==> src/rtl/baud_tick_gen.sv <==
// Single-cycle tick-enable baud source (oversample, bit and mid-bit ticks) with a shadowed divisor.
// Define BAUD_GEN_FRAC_EN to enable the fractional accumulator driven by div_frac_in.
module baud_tick_gen #(
  parameter int unsigned CLOCK_IN          = 100_000_000,
  parameter int unsigned BAUD_RATE         = 230_400,
  parameter int unsigned OVERSAMPLING_RATE = 8,
  parameter int unsigned DIV_W             = 16,
  parameter int unsigned FRAC_W            = 4
) (
  input  logic                                 clk_in,
  input  logic                                 nrst_in,
  input  logic                                 en_in,
  input  logic                                 sync_in,
  input  logic                                 div_load_in,
  input  logic [DIV_W-1:0]                     div_int_in,
  input  logic [FRAC_W-1:0]                    div_frac_in,
  output logic                                 div_pending_out,
  output logic                                 os_tick_out,
  output logic                                 bit_tick_out,
  output logic                                 mid_tick_out,
  output logic [$clog2(OVERSAMPLING_RATE)-1:0] sample_idx_out
);

  localparam int unsigned IDX_W = $clog2(OVERSAMPLING_RATE);
  localparam logic [IDX_W-1:0] IDX_LAST     = IDX_W'(OVERSAMPLING_RATE - 1);
  localparam logic [IDX_W-1:0] IDX_PRE_MID  = IDX_W'(OVERSAMPLING_RATE / 2 - 1);
  localparam logic [63:0]      OS_BAUD      = 64'(OVERSAMPLING_RATE) * 64'(BAUD_RATE);

`ifdef BAUD_GEN_FRAC_EN
  localparam logic [63:0]       RST_Q        = (64'(CLOCK_IN) << FRAC_W) / OS_BAUD;
  localparam logic [DIV_W-1:0]  DIV_INT_RST  = DIV_W'(RST_Q >> FRAC_W);
  localparam logic [FRAC_W-1:0] DIV_FRAC_RST = FRAC_W'(RST_Q);
`else
  localparam logic [DIV_W-1:0]  DIV_INT_RST  = DIV_W'((64'(CLOCK_IN) + OS_BAUD / 2) / OS_BAUD);
`endif

  logic [DIV_W-1:0] cnt;
  logic [DIV_W-1:0] act_int;
  logic [DIV_W-1:0] shd_int;
  logic [DIV_W-1:0] eff_int;
  logic [DIV_W:0]   period;
  logic [IDX_W-1:0] idx;
  logic             pend;
  logic             terminal;
  logic             boundary;

  assign eff_int = (act_int == '0) ? DIV_W'(1) : act_int;

`ifdef BAUD_GEN_FRAC_EN
  logic [FRAC_W-1:0] acc;
  logic [FRAC_W-1:0] act_frac;
  logic [FRAC_W-1:0] shd_frac;
  logic [FRAC_W:0]   acc_sum;

  // The carry of acc + frac stretches the current period by one cycle.
  assign acc_sum = {1'b0, acc} + {1'b0, act_frac};
  assign period  = {1'b0, eff_int} + (DIV_W + 1)'(acc_sum[FRAC_W]);
`else
  logic unused_frac;

  assign unused_frac = ^div_frac_in;
  assign period      = {1'b0, eff_int};
`endif

  assign terminal = en_in && !sync_in && ({1'b0, cnt} == period - (DIV_W + 1)'(1));
  assign boundary = sync_in || terminal;
  assign sample_idx_out = idx;

  always_ff @(posedge clk_in or negedge nrst_in) begin
    if (!nrst_in) begin
      cnt          <= '0;
      idx          <= '0;
      os_tick_out  <= 1'b0;
      bit_tick_out <= 1'b0;
      mid_tick_out <= 1'b0;
    end else begin
      os_tick_out  <= terminal;
      bit_tick_out <= terminal && (idx == IDX_LAST);
      mid_tick_out <= terminal && (idx == IDX_PRE_MID);
      if (sync_in) begin
        cnt <= '0;
        idx <= '0;
      end else if (terminal) begin
        cnt <= '0;
        idx <= idx + 1'b1;
      end else if (en_in) begin
        cnt <= cnt + 1'b1;
      end
    end
  end

  // A load coinciding with a boundary lands in the shadow and waits for the next one.
  always_ff @(posedge clk_in or negedge nrst_in) begin
    if (!nrst_in) begin
      act_int         <= DIV_INT_RST;
      shd_int         <= DIV_INT_RST;
      pend            <= 1'b0;
      div_pending_out <= 1'b0;
    end else begin
      if (boundary && pend) act_int <= shd_int;
      if (div_load_in) begin
        shd_int         <= div_int_in;
        pend            <= 1'b1;
        div_pending_out <= 1'b1;
      end else if (boundary) begin
        pend            <= 1'b0;
        div_pending_out <= 1'b0;
      end
    end
  end

`ifdef BAUD_GEN_FRAC_EN
  always_ff @(posedge clk_in or negedge nrst_in) begin
    if (!nrst_in) begin
      acc      <= '0;
      act_frac <= DIV_FRAC_RST;
      shd_frac <= DIV_FRAC_RST;
    end else begin
      if (sync_in)       acc <= '0;
      else if (terminal) acc <= acc_sum[FRAC_W-1:0];
      if (boundary && pend) act_frac <= shd_frac;
      if (div_load_in)      shd_frac <= div_frac_in;
    end
  end
`endif

endmodule

==> config.mk <==
export PLATFORM = sky130hd
export DESIGN_NAME = baud_tick_gen
export DESIGN_NICKNAME = d
export VERILOG_FILES = /design/src/rtl/baud_tick_gen.sv
export SDC_FILE = /design/constraint.sdc
export NUM_CORES = 1
export LEC_CHECK = 0
export CAP_MARGIN = 0
export CORE_MARGIN = 2
export CORE_UTILIZATION = 52
export DETAILED_ROUTE_END_ITERATION = 7
export PLACE_DENSITY = 0.76
export SLEW_MARGIN = 30
export SYNTH_ARGS = -nofsm -noshare
export SYNTH_HDL_FRONTEND = slang
export SYNTH_SLANG_ARGS = --single-unit
export TNS_END_PERCENT = 50
==> constraint.sdc <==
create_clock -name clk_in -period 4 [get_ports clk_in]
set_input_delay 0.4 -clock clk_in [delete_from_list [all_inputs] [get_ports clk_in]]
set_output_delay 0.4 -clock clk_in [all_outputs]
set_load 0.01 [all_outputs]
# == Yosys cells after proc, flatten, opt, wreduce, memory -nomap -nowiden ==
# Index checks and enable logic that the tools add are counted.
# word_totals
register_bits,55
input_bits,25
# classes
n_addsub,3
n_eq_ne,3
n_mux,8
n_reduce_logical,11
# op_table
operator,n
two-way mux 16 bit,4
== test 16 x 17 -> 1 bit,1
"subtractor 16 x 1 -> 17 bit, second input constant",1
"adder 16 x 1 -> 16 bit, second input constant",1
zero test 16 bit,1
two-way mux 3 bit,2
logical AND 1 bit,5
nonzero test 2 bit,2
"adder 3 x 1 -> 3 bit, second input constant",1
"== test 3 x 2 -> 1 bit, second input constant",1
"== test 3 bit, second input constant",1
nonzero test 3 bit,1
two-way mux 1 bit,2
zero test 1 bit,1
logical OR 1 bit,1

# == Longest topological paths before layout ==
# logic_depth
ltp_word,8
depth_mapped,15
mapped_depth_nobuf,11

# == Worst setup path after synthesis ==
# No wires, ideal clock.
# synth_timing
path_kind,register -> register
start,reg act_int[8]
end,reg act_int[10]
arrival_ns,3.598
required_ns,3.860
setup_slack_ns,0.262
path_stages_with_launch,16
path_buffers,4
synth_period_minus_slack_ns,3.738
cell_sequence,dfrtp_1 > buf_6 > or4_1 > clkbuf_1 > nor3_1 > a21oi_1 > ha_1 > nor3b_1 > and3_1 > a311oi_1 > nand4_1 > or4_1 > buf_1 > clkbuf_1 > o21ai_0 > o211ai_1
# synth_between
elab_chain_cells,7
# synth_lines
element,line_no,source
"start, declared",38,logic [DIV_W-1:0] act_int;
"start signal, assigned",100,if (boundary && pend) act_int <= shd_int;
zero test 16 bit,47,assign eff_int = (act_int == '0) ? DIV_W'(1) : act_int;
two-way mux 16 bit *,47,
subtractor 16 x 1 -> 17 bit *,65,"assign terminal = en_in && !sync_in && ({1'b0, cnt} == period - (DIV_W + 1)'(1));"
== test 16 x 17 -> 1 bit *,65,
logical AND 1 bit *,65,
logical OR 1 bit *,66,assign boundary = sync_in || terminal;
logical AND 1 bit *,100,
# Every way passes the cells marked *; elsewhere a longest branch is shown, timed or not.
# A chain may end at the register's enable or synchronous reset.

# == Final worst setup path ==
# layout_timing
start,reg act_int[4]
end,reg act_int[10]
# Same word-level chain as after synthesis.

==> reports/qor.yml <==
dpl.cell_count: 455
synth_cells: 357
path_class: "reg -> reg"
postSynthAreaPerCell_sq_um: 9.498
grt_max_degree: 56
die_area_sq_mm: 0.007183
grt_use_total_pct: 25.49
drc: 0
fin_hold_ws_ns: 0.2241
dp_hpwl_mm: 5.997
cts_buffer_depth: 2
worstPathRequired_ns: 4.18
fin_cells: 463
timing.rr.start: "act_int[4]"
rsz0062_at_grt: "false"
p_leak_nw: 1.435
busiest_layer: "met2"
r2r_slack_ns: 0.34
initial_utilization_pct: 53.71
min_period_ns: 3.659
first_pass_iters: 7
cp_max_fo: 16
cts_max_level: 2
power_mw: 1.323
cts.clk_slew.worst_paths_ns: 0.10
die_w_microns: 84.75
final_antenna_net_count: 0
grt_pass1_vias: 2964
gp_congestion: 0.9299
drt-total-wl_mm: 8.599
diodes: 0
status: "finished clean"
vias: 2999
post_cts_resized: 0
pre_cts_ws_ns: 0.4094
met1_usage_pct: 35.26
worst_slew_pin_slew_ns: 0.7519
drv_slew: 0
cts_num_sinks: 55
synthFlopType: "dfrtp_1"
numCtsBuffers: 5
ctsHoldBuffers: 0
io_buffers: 27
ys_types: 47
post_cts_buffers: 0
critPathArrivalTime_ns: 3.84
fp-row-count: 29
antenna_found_initial: 0
synth_nets: 387
cts_tree: "built"
fmax_ghz: 0.2733
finalSetupTns_ns: 0
final_cell_mix: "dfrtp_1, nor2_1, clkdlybuf4s50_1"
fin_nets: 415
met2_usage_pct: 40.52
hold_class: "in -> async"
dpl_cell_area_sq_mm: 0.003801
cp-startpoint: "act_int[4]"
p_per_area_mw_per_mm2: 338.6
finalHoldViolCount: 0
async_reset_ff_share_pct: 100.0
post-route-period-util_pct: 91.47
synth_warnings: 0
postLayoutCellArea_sq_mm: 0.003908
utilization_pct: 61.89
end_kind: "register"
synth-edff-count: 0
grt_pass1_wl_mm: 14.82
viasPerCell: 6.477
gr-total-overflow: 0
drt_iter0_markers: 199
drive_above_1_share_pct: 14.51
synth_seq_area_share_pct: 40.89
io_pins: 32
worst_setup_path_start_kind: "register"
netlist_area_sq_mm: 0.003391
coreArea_sq_mm: 0.006314
rr_worst_depth: 12
dieHeight_microns: 84.75
timing.slew.headroom_pct: 49.72
ys_ff_latch: 55
skew_ns: 0.01035
vdd_drop_max_uv: 224.4
cts_root_buf: "clkbuf_8"
finalSetupViolCount: 0
gr-usage-met3_pct: 3.736
final_common_cell: "dfrtp_1"
drv_cap: 0
critPathCapture: "act_int[10]"
post_drt_wl_per_cell_microns: 18.57
clk_latency_ns: 0.31
area_growth_pct: 15.24
fin_ws_ns: 0.3411
timing.rr.end: "act_int[10]"
Yosys cell counts (7+ instances only):
| cell | instances | area share (%) |
|---|---|---|
| nand2_1 | 14 | 1.5 |
| nand3_1 | 20 | 3.0 |
| a222oi_1 | 16 | 4.7 |
| dfrtp_1 | 47 | 35 |
| nand4_1 | 9 | 1.7 |
| o21ai_0 | 22 | 3.2 |
| mux2_2 | 17 | 5.6 |
| xnor2_1 | 14 | 3.6 |
| nor2_1 | 34 | 3.8 |
| nor4_1 | 7 | 1.3 |
| nor2b_1 | 17 | 3.1 |
| dfstp_2 | 8 | 6.2 |
| o211ai_1 | 17 | 3.8 |
| xor2_1 | 17 | 4.4 |
| clkbuf_1 | 22 | 2.4 |
layer usage:
metal	share of wire, %	vias up
met5	0	-
met4	3.1	0
met3	4.9	28
met2	46	112
met1	46	1461
li1	-	1398
state kept, by name, indices dropped and copies added (netlist names):
register         flops
bit_tick_out         1
cnt                 16
sample_idx_out       3
act_int             16
os_tick_out          1
shd_int             16
div_pending_out      1
mid_tick_out         1
logic make-up after synthesis:
family | share of synthesized area (%)
multiplexers | 6.236
flip-flops | 40.89
adder cells (fa/ha/maj) | 1.845
XOR/XNOR | 8.007
AO/OA/AOI/OAI | 18.19
buffers and inverters | 4.132
AND/OR/NAND/NOR | 20.70
worst min path at each step:
stage	endpoint	startpoint	slack, ns
3_3_place_gp	sample_idx_out[0]	sample_idx_out[0]	0.50
5_1_grt	cnt[6]	nrst_in	0.29
4_1_cts	cnt[6]	nrst_in	0.24
3_5_place_dp	sample_idx_out[0]	sample_idx_out[0]	0.51
2_1_floorplan	act_int[0]	nrst_in	0.10
6_report	cnt[8]	nrst_in	0.22
worst max-delay path, cell delays in order (launching register included):
cell,delay (ns)
dfstp_2,0.66
or4_1,0.17
nor2_1,0.08
a21oi_1,0.15
ha_1,0.23
nor3b_1,0.64
buf_4,0.24
nand3_1,0.09
xnor2_1,0.21
or4_1,0.51
buf_4,0.21
o21ai_0,0.21
o211ai_1,0.11
power breakdown:
part,internal [mW],switching (mW)
clock,0.188,0.183
sequential,0.610,0.0632
combinational,0.135,0.145
layout make-up:
| class | count | area, sq um |
|---|---|---|
| Timing Repair Buffer | 47 | 427.9 |
| Multi-Input combinational cell | 269 | 1864 |
| Sequential cell | 55 | 1386 |
| Inverter | 7 | 26.28 |
| Tap cell | 77 | 96.34 |
| Fill cell | 566 | 2406 |
| Clock buffer | 7 | 76.32 |
| Clock inverter | 1 | 30.03 |
(Power assumes the default switching activity.)
